File: src/rtl/cpu_instr_encoder.sv
// ============================================================================
// Module   : cpu_instr_encoder
// Brief    : Encodes decoded instruction fields (R / ADDI / J / BNE) into
//            32-bit instruction words and assigns sequential word addresses
//            for the instruction-memory loader. Results pass through a
//            2-entry output FIFO. A small sequencer frames each program
//            (in_last -> drain -> prog_done).
// Options  : CPU_ENC_RANGE_CHECK_EN - when defined, enc_err is a sticky flag
//            raised by any accepted field that does not fit its encoding.
//            When undefined, enc_err is tied low.
// Revision : 1.0 - initial release
// ============================================================================
`timescale 1ns/1ps
`default_nettype none

module cpu_instr_encoder #(
  parameter int ADDR_W    = 10,
  parameter int BASE_ADDR = 0
) (
  input  logic              clk,
  input  logic              rst,
  input  logic              in_valid,
  output logic              in_ready,
  input  logic [1:0]        in_kind,
  input  logic [4:0]        in_rs,
  input  logic [4:0]        in_rt,
  input  logic [4:0]        in_rd,
  input  logic [31:0]       in_imm,
  input  logic [31:0]       in_target,
  input  logic              in_last,
  output logic              out_valid,
  input  logic              out_ready,
  output logic [31:0]       out_instr,
  output logic [ADDR_W-1:0] out_addr,
  output logic              prog_done,
  output logic              enc_err
);

  // Program start address, truncated to the address width
  localparam logic [ADDR_W-1:0] c_base_addr = ADDR_W'(BASE_ADDR);
  localparam logic [ADDR_W-1:0] c_addr_one  = ADDR_W'(1);

  // Field-kind codes on in_kind
  localparam logic [1:0] c_kind_r   = 2'd0;
  localparam logic [1:0] c_kind_i   = 2'd1;
  localparam logic [1:0] c_kind_j   = 2'd2;
  localparam logic [1:0] c_kind_bne = 2'd3;

  // Opcodes and the R-type function code (ADD)
  localparam logic [5:0] c_op_r      = 6'b000000;
  localparam logic [5:0] c_op_addi   = 6'b001000;
  localparam logic [5:0] c_op_j      = 6'b000010;
  localparam logic [5:0] c_op_bne    = 6'b000101;
  localparam logic [5:0] c_funct_add = 6'b100000;

  localparam logic [1:0] c_fifo_full = 2'd2;

  // Program sequencer states
  typedef enum logic [1:0] {
    ST_IDLE   = 2'd0,
    ST_STREAM = 2'd1,
    ST_DRAIN  = 2'd2,
    ST_DONE   = 2'd3
  } state_t;

  state_t              r_state;
  state_t              w_state_nxt;

  logic                r_in_ready;
  logic                r_prog_done;
  logic [ADDR_W-1:0]   r_addr_cnt;

  // Two-entry output FIFO storage: each entry is {instr, addr, last}
  logic [31:0]         r_fifo_instr [2];
  logic [ADDR_W-1:0]   r_fifo_addr  [2];
  logic                r_fifo_last  [2];
  logic                r_wr_ptr;
  logic                r_rd_ptr;
  logic [1:0]          r_count;

  logic [31:0]         w_instr;
  logic                w_push;
  logic                w_pop;
  logic                w_head_last;
  logic [1:0]          w_count_nxt;

  // Handshakes: accept only while advertised ready, emit whenever FIFO holds data
  assign w_push      = in_valid && r_in_ready;
  assign w_pop       = (r_count != 2'd0) && out_ready;
  assign w_head_last = r_fifo_last[r_rd_ptr];

  // Pack the decoded fields into the machine word; oversized fields are truncated
  always_comb begin
    w_instr = '0;
    case (in_kind)
      c_kind_r: w_instr = {c_op_r, in_rs, in_rt, in_rd, 5'd0, c_funct_add};
      c_kind_i: w_instr = {c_op_addi, in_rs, in_rt, in_imm[15:0]};
      c_kind_j: w_instr = {c_op_j, in_target[25:0]};
      default:  w_instr = {c_op_bne, in_rs, in_rt, in_imm[15:0]};
    endcase
  end

  // Occupancy after this cycle; push+pop together leaves it unchanged
  always_comb begin
    w_count_nxt = r_count;
    if (w_push && !w_pop) begin
      w_count_nxt = r_count + 2'd1;
    end else if (!w_push && w_pop) begin
      w_count_nxt = r_count - 2'd1;
    end
  end

  // FIFO storage and pointers; the head entry drives the outputs directly
  always_ff @(posedge clk or posedge rst) begin
    if (rst) begin
      r_fifo_instr[0] <= '0;
      r_fifo_instr[1] <= '0;
      r_fifo_addr[0]  <= c_base_addr;
      r_fifo_addr[1]  <= c_base_addr;
      r_fifo_last[0]  <= 1'b0;
      r_fifo_last[1]  <= 1'b0;
      r_wr_ptr        <= 1'b0;
      r_rd_ptr        <= 1'b0;
      r_count         <= 2'd0;
    end else begin
      if (w_push) begin
        r_fifo_instr[r_wr_ptr] <= w_instr;
        r_fifo_addr[r_wr_ptr]  <= r_addr_cnt;
        r_fifo_last[r_wr_ptr]  <= in_last;
        r_wr_ptr               <= ~r_wr_ptr;
      end
      if (w_pop) begin
        r_rd_ptr <= ~r_rd_ptr;
      end
      r_count <= w_count_nxt;
    end
  end

  // Sequencer next state: a last word closes the program, its pop finishes it
  always_comb begin
    w_state_nxt = r_state;
    case (r_state)
      ST_IDLE, ST_STREAM: begin
        if (w_push) begin
          w_state_nxt = in_last ? ST_DRAIN : ST_STREAM;
        end
      end
      ST_DRAIN: begin
        if (w_pop && w_head_last) begin
          w_state_nxt = ST_DONE;
        end
      end
      ST_DONE:  w_state_nxt = ST_IDLE;
      default:  w_state_nxt = ST_IDLE;
    endcase
  end

  // Sequencer state, registered ready / done, and the program address counter
  always_ff @(posedge clk or posedge rst) begin
    if (rst) begin
      r_state     <= ST_IDLE;
      r_in_ready  <= 1'b0;
      r_prog_done <= 1'b0;
      r_addr_cnt  <= c_base_addr;
    end else begin
      r_state     <= w_state_nxt;
      // Pulse for exactly the DONE cycle
      r_prog_done <= (r_state == ST_DRAIN) && (w_state_nxt == ST_DONE);
      // No new program words while a finished program drains or closes
      r_in_ready  <= (w_count_nxt != c_fifo_full) &&
                     ((w_state_nxt == ST_IDLE) || (w_state_nxt == ST_STREAM));
      // Push and DONE never coincide because in_ready is low in DONE
      if (r_state == ST_DONE) begin
        r_addr_cnt <= c_base_addr;
      end else if (w_push) begin
        r_addr_cnt <= r_addr_cnt + c_addr_one;
      end
    end
  end

  assign in_ready  = r_in_ready;
  assign out_valid = (r_count != 2'd0);
  assign out_instr = r_fifo_instr[r_rd_ptr];
  assign out_addr  = r_fifo_addr[r_rd_ptr];
  assign prog_done = r_prog_done;

`ifdef CPU_ENC_RANGE_CHECK_EN
  logic w_range_bad;
  logic r_enc_err;

  // Field does not fit: J target above 26 bits, or imm not a sign-extended 16-bit value
  always_comb begin
    w_range_bad = 1'b0;
    case (in_kind)
      c_kind_j:             w_range_bad = (in_target[31:26] != 6'd0);
      c_kind_i, c_kind_bne: w_range_bad = (in_imm[31:16] != {16{in_imm[15]}});
      default:              w_range_bad = 1'b0;
    endcase
  end

  // Sticky error flag, cleared only by reset
  always_ff @(posedge clk or posedge rst) begin
    if (rst) begin
      r_enc_err <= 1'b0;
    end else if (w_push && w_range_bad) begin
      r_enc_err <= 1'b1;
    end
  end

  assign enc_err = r_enc_err;
`else
  // Upper field bits are intentionally ignored when no range check is built
  logic w_unused_hi;
  assign w_unused_hi = &{1'b0, in_target[31:26], in_imm[31:16]};
  assign enc_err     = 1'b0;
`endif

endmodule

`default_nettype wire

File: config.mk
export PLATFORM = sky130hd
export DESIGN_NAME = cpu_instr_encoder
export DESIGN_NICKNAME = d
export VERILOG_FILES = /design/src/rtl/cpu_instr_encoder.sv
export SDC_FILE = /design/constraint.sdc
export NUM_CORES = 1
export LEC_CHECK = 0
export CAP_MARGIN = 20
export CELL_PAD_IN_SITES_DETAIL_PLACEMENT = 1
export CELL_PAD_IN_SITES_GLOBAL_PLACEMENT = 1
export CORE_MARGIN = 2
export CORE_UTILIZATION = 33
export CTS_CLUSTER_DIAMETER = 60
export DETAILED_ROUTE_END_ITERATION = 16
export GPL_TIMING_DRIVEN = 0
export HOLD_SLACK_MARGIN = 0.03
export MAX_ROUTING_LAYER = met4
export PLACE_DENSITY_LB_ADDON = 0.1
export SYNTH_ARGS = -nofsm -noshare
export SYNTH_HDL_FRONTEND = slang
export SYNTH_SLANG_ARGS = --single-unit
export TNS_END_PERCENT = 5
File: constraint.sdc
create_clock -name clk -period 3.2 [get_ports clk]
set_input_delay 0.64 -clock clk [delete_from_list [all_inputs] [get_ports clk]]
set_output_delay 0.64 -clock clk [all_outputs]
set_load 0.1 [all_outputs]
==> results.cfg, run 1 <==
[outcome]
outcome = completed

[synthesis]
netlist_instances = 419
synthFlopType = dfrtp_1
yosys.area_share.simple = 0.102
netlist_area_um2 = 4590
async_flop_share = 1.00
synth.area.mux_share = 0.193
ys_seq_area_frac = 0.534
ys_seq_elements = 98
syn-mean-instance-area_um2 = 11.0
synth-adder-area-share = 0.00545
synth_compound_area_frac = 0.102
yosysWarnings = 0
ys_types = 37
synth_edf_count = 0
synthXorXnorAreaFrac = 0.0172
synth_top_family_by_area = multiplexers

[hold_path]
hold_path_class = register to register
hold_path_depth = 2
hp-start = r_fifo_instr[15]
min_to = r_fifo_instr[15]

[global_routing]
grt_pass1_vias = 3800
grt_use_total = 0.183
antenna_found_initial = 0
grt_start_max_net_pins = 40
grt.overflow.total = 0
grt_pass1_wl_mm = 20.2

[critical_path]
cp.arrival_ns = 2.34
worstPathMaxFanout = 10
r2r-start = in_ready
cp_data_required_time_ns = 2.56
crit_type = register to output port
path_cells = clkbuf_1, buf_2, mux2_2, dlygate4sd2_1
critPathMaxStageDelay_ns = 0.86
slowest_stage = dlygate4sd2_1
worstSetupEndpointType = output port
worstRegToRegCells = 6
worst_setup_path_start_kind = register
r2r_setup_slack_ns = 1.58
r2r_end = r_fifo_instr[44]

[finish]
multi_input_comb_area_um2 = 1940
seqCellArea_um2 = 2450
final_core_util = 0.450
area_delta_synth_final_pct = 34.3
antennaDiodeCount = 0
fin_cells = 723
drive_gt1_frac = 0.188
nNetsFinal = 627
fill_cells = 1527

[sta]
finalHoldViolations = 0
relSlewSlack = 0.329
tns_ns = 0
layout_worst_path_cycle_share = 0.930
rsz0062_at_grt = false
tightest_slew_ns = 1.01
setup-violations-final = 0
final_max_slew_viol_count = 0
finClkSkew_ns = 0.00616
fmax_ghz = 0.336
fin_crit_ns = 2.98
whs_ns = 0.478

[placement]
dpl.hpwl_mm = 8.85
io_buffers = 105
globalplace.congestion = 0.764
dp.cells = 708

[floorplanning]
rows = 43
core_um2 = 13700
start_util = 0.335
die-area_um2 = 14900
dieHeight_um = 122
pin_count = 132
die-width_um = 122

[drt]
drtIter0Drc = 163
wire_per_inst_um = 17.2
drt-pass1-iter-count = 4
postRouteAntennaNets = 0
num_vias = 3543
vias_per_cell = 4.90
drt-total-wl_mm = 12.4
drc_errors = 0

[clock_tree]
clock_path_buffers = 2
insertion_delay_ns = 0.35
h-tree-depth = 3
cts_sinks = 98
cts_root_buf = clkbuf_16
clkSlewWorstSetupHoldPaths_ns = 0.07
numCtsBuffers = 9
cts_tree = done

[run]
drv_cap = 0
[per-stage QoR]
stage               setup WS [ns]  instance area (um^2)
floorplan                   0.944                  4610
global placement            0.178                  5880
detailed placement          0.189                  5920
CTS                         0.109                  6180
global route               0.0605                  6170
finish                      0.223                  6170
[cell type report]
| class | instances | share of cell area |
|---|---|---|
| Sequential cell | 98 | 0.397 |
| Multi-Input combinational cell | 286 | 0.315 |
| Timing Repair Buffer | 107 | 0.168 |
| Clock buffer | 11 | 0.0409 |
| Tap cell | 180 | 0.0365 |
| Buffer | 31 | 0.0300 |
| Clock inverter | 4 | 0.00831 |
| Inverter | 6 | 0.00426 |
[worst max-delay path: cells and delay by family (launching register included)]
family                 cells  cell delay (ns)
buffers and inverters      3             1.42
flip-flops                 1             0.32
multiplexers               1             0.24
[what timing repair did]
item | in CTS | in global routing
resized for setup | 40 | 2
setup endpoints to repair | 40 | 1
setup buffers | 0 | 0
hold buffers | 0 | 0
[cells in the mapped netlist (3+ instances only)]
library cell,number,share of area
dfrtp_1,98,0.53
nand2_1,70,0.057
o21ai_0,60,0.065
mux2_2,47,0.12
nor2_1,18,0.015
mux2i_1,16,0.035
mux2_4,11,0.036
a22oi_1,10,0.016
buf_2,10,0.011
clkbuf_1,10,0.0082
a21oi_1,9,0.0098
buf_4,7,0.011
inv_1,6,0.0049
xnor2_1,6,0.011
buf_6,4,0.0098
nand3_1,4,0.0044
mux2_1,3,0.0074
xor2_1,3,0.0057
[state kept, by name (all words and copies together), names as in the netlist]
register      flops
r_count           2
prog_done         1
r_fifo_last       2
r_fifo_instr     58
r_state           2
r_wr_ptr          1
r_rd_ptr          1
in_ready          1
r_addr_cnt       10
r_fifo_addr      20
[how the worst max path moves through the flow]
stage,from,end,slack [ns],depth (start not counted)
2_1_floorplan,r_rd_ptr,out_instr[28],0.94,4
3_3_place_gp,r_rd_ptr,out_instr[28],0.18,5
3_5_place_dp,r_rd_ptr,out_instr[28],0.19,5
4_1_cts,r_rd_ptr,out_instr[28],0.11,5
5_1_grt,r_rd_ptr,out_addr[1],0.06,4
6_report,r_rd_ptr,out_instr[26],0.22,4
[placed cells by master, fill, tap and decap left out, types with 2 or more instances in the layout]
master / count
nor3_1: 2
mux2i_1: 16
buf_4: 7
buf_12: 2
ha_1: 2
dfrtp_1: 98
a21oi_1: 9
nor2b_1: 2
mux2_1: 3
buf_6: 4
o22ai_1: 2
nand2b_1: 2
nand2_1: 70
o21ai_0: 60
clkbuf_16: 9
clkdlybuf4s50_1: 65
clkbuf_8: 2
clkinvlp_4: 2
nor2_1: 18
nand4_1: 2
or3_1: 2
and2_1: 2
xnor2_1: 6
dlygate4sd2_1: 39
a22oi_1: 10
inv_1: 5
xor2_1: 3
nand3_1: 4
buf_2: 10
mux2_2: 47
clkbuf_1: 10
mux2_4: 11
conb_1: 3
[routing by layer]
layer | wire, um | GRT usage
met1 | 5770 | 0.237
met2 | 5920 | 0.292
met3 | 623 | 0.0435
met4 | 122 | 0.0431
met5 | 0 | -
[logic make-up after synthesis]
logic type               after synthesis
AND/OR/NAND/NOR                      109
flip-flops                            98
AO/OA/AOI/OAI                         86
multiplexers                          77
buffers and inverters                 37
XOR/XNOR                               9
adder cells (fa/ha/maj)                2
other                                  1
Power of run 1 is left out: the tool's default activity adds up to more than one toggle a clock period on the data nets, which glitch-free logic cannot reach.
==> run 2: changes to the inputs <==
Settings changed: MAX_ROUTING_LAYER met4 to unset.
==> results.cfg, run 2 (synthesis results as in run 1) <==
[drt]
drt-pass1-iter-count = 4
num_vias = 3519
drc_errors = 0
drt-total-wl_mm = 12.4
postRouteAntennaNets = 0
drtIter0Drc = 145
wire_per_inst_um = 17.2
vias_per_cell = 4.87

[finish]
largest-register = r_fifo_instr
area_delta_synth_final_pct = 34.3
largest_reg_flops = 58
final_core_util = 0.450
reg.largest.list = r_fifo_instr: 58 flops, r_fifo_addr: 20 flops, r_addr_cnt: 10 flops
nNetsFinal = 627
fill_cells = 1527
final_cell_mix = dfrtp_1 (98), nand2_1 (70), clkdlybuf4s50_1 (65), o21ai_0 (60), mux2_2 (47)
layout_commonest_cell = dfrtp_1
drive_gt1_frac = 0.188
antennaDiodeCount = 0

[critical_path]
r2r_setup_slack_ns = 1.57
slowest_stage = dlygate4sd2_1
worstPathMaxFanout = 10
cp_data_required_time_ns = 2.56
cp.arrival_ns = 2.35
worst_setup_path_start_kind = register
path_cells = clkbuf_1, buf_2, mux2_2, dlygate4sd2_1
critPathMaxStageDelay_ns = 0.86
worstSetupEndpointType = output port
worstRegToRegCells = 7
crit_type = register to output port

[floorplanning]
die-width_um = 122
dieHeight_um = 122
die-area_um2 = 14900
core_um2 = 13700
pin_count = 132
start_util = 0.335
rows = 43

[sta]
fin_crit_ns = 2.99
setup-violations-final = 0
fmax_ghz = 0.335
layout_setup_ws_ns = 0.212
tns_ns = 0
relSlewSlack = 0.330
rsz0062_at_grt = false
layout_worst_path_cycle_share = 0.934
finClkSkew_ns = 0.00582
tightest_slew_ns = 1.01
final_max_slew_viol_count = 0
whs_ns = 0.480
finalHoldViolations = 0

[placement]
io_buffers = 105
dpl.hpwl_mm = 8.85
globalplace.congestion = 0.755
dp_slack_ns = 0.189

[clock_tree]
clkSlewWorstSetupHoldPaths_ns = 0.07
clock_path_buffers = 2
cts_setup_buffers = 0
cts_tree = done
cts_sinks = 98
numCtsBuffers = 9
cts_root_buf = clkbuf_16
h-tree-depth = 3
insertion_delay_ns = 0.35
hold_buffers = 0

[global_routing]
antenna_found_initial = 0
grt_pass1_wl_mm = 20.2
grt_pass1_vias = 3795
grt_start_max_net_pins = 40
grt_use_total = 0.178
grt.overflow.total = 0

[hold_path]
hold_path_depth = 2
hold_path_class = register to register

[outcome]
outcome = completed

[run]
drv_cap = 0
## run 2: cell counts in the layout (fill, tap and decap cells not counted)
Identical to the previous run, type by type.
## run 2: repair_timing
item / CTS / global route
endpoints found under the hold margin: 0 / 0
setup endpoints to repair: 40 / 1
gates resized for setup: 40 / 2
## run 2: area by class of cell
| cell class | count | area (um^2) | share of cell area |
|---|---|---|---|
| tap | 180 | 225 | 0.0365 |
| multi-input combinational | 286 | 1940 | 0.315 |
| sequential | 98 | 2450 | 0.397 |
| clock inverter | 4 | 51.3 | 0.00831 |
| clock buffer | 11 | 253 | 0.0409 |
| timing repair buffer | 107 | 1040 | 0.168 |
| buffer | 31 | 185 | 0.0300 |
| inverter | 6 | 26.3 | 0.00426 |
## run 2: per-layer routing
metal / up-vias / GRT usage / part of all wire
met2: 69 / 0.292 / 0.47
met5: - / 0 / 0
met4: 0 / 0.0431 / 0.0097
li1: 1680 / - / -
met1: 1762 / 0.235 / 0.47
met3: 8 / 0.0459 / 0.050
## run 2: worst max-delay path, delay by kind of cell (launching register included)
kind | cells | cell delay, ns
muxes | 1 | 0.25
DFF | 1 | 0.32
buffers and inverters | 3 | 1.42
## run 2: stage by stage
step,cells,area (um^2)
detailed placement,708,5920
finish,723,6170
CTS,723,6180
global route,723,6170
global placement,706,5880
floorplan,421,4610
## run 2: worst paths after layout
kind / startpoint / end
setup / recovery: r_rd_ptr / out_instr[26]
max in group asynchronous: rst / r_fifo_instr[15]
setup reg to reg: in_ready / r_fifo_instr[5]
hold reg to reg: r_fifo_instr[15] / r_fifo_instr[15]
min in group asynchronous: rst / r_fifo_addr[7]
hold / removal: r_fifo_instr[15] / r_fifo_instr[15]
Power of run 2 is left out for the same reason.
==> run 3: changes to the inputs <==
Settings changed: CTS_CLUSTER_SIZE set to 10.
==> results of run 3 <==
Final layout, timing and power as in run 2 (identical DEF).
Power of run 3 is left out for the same reason.
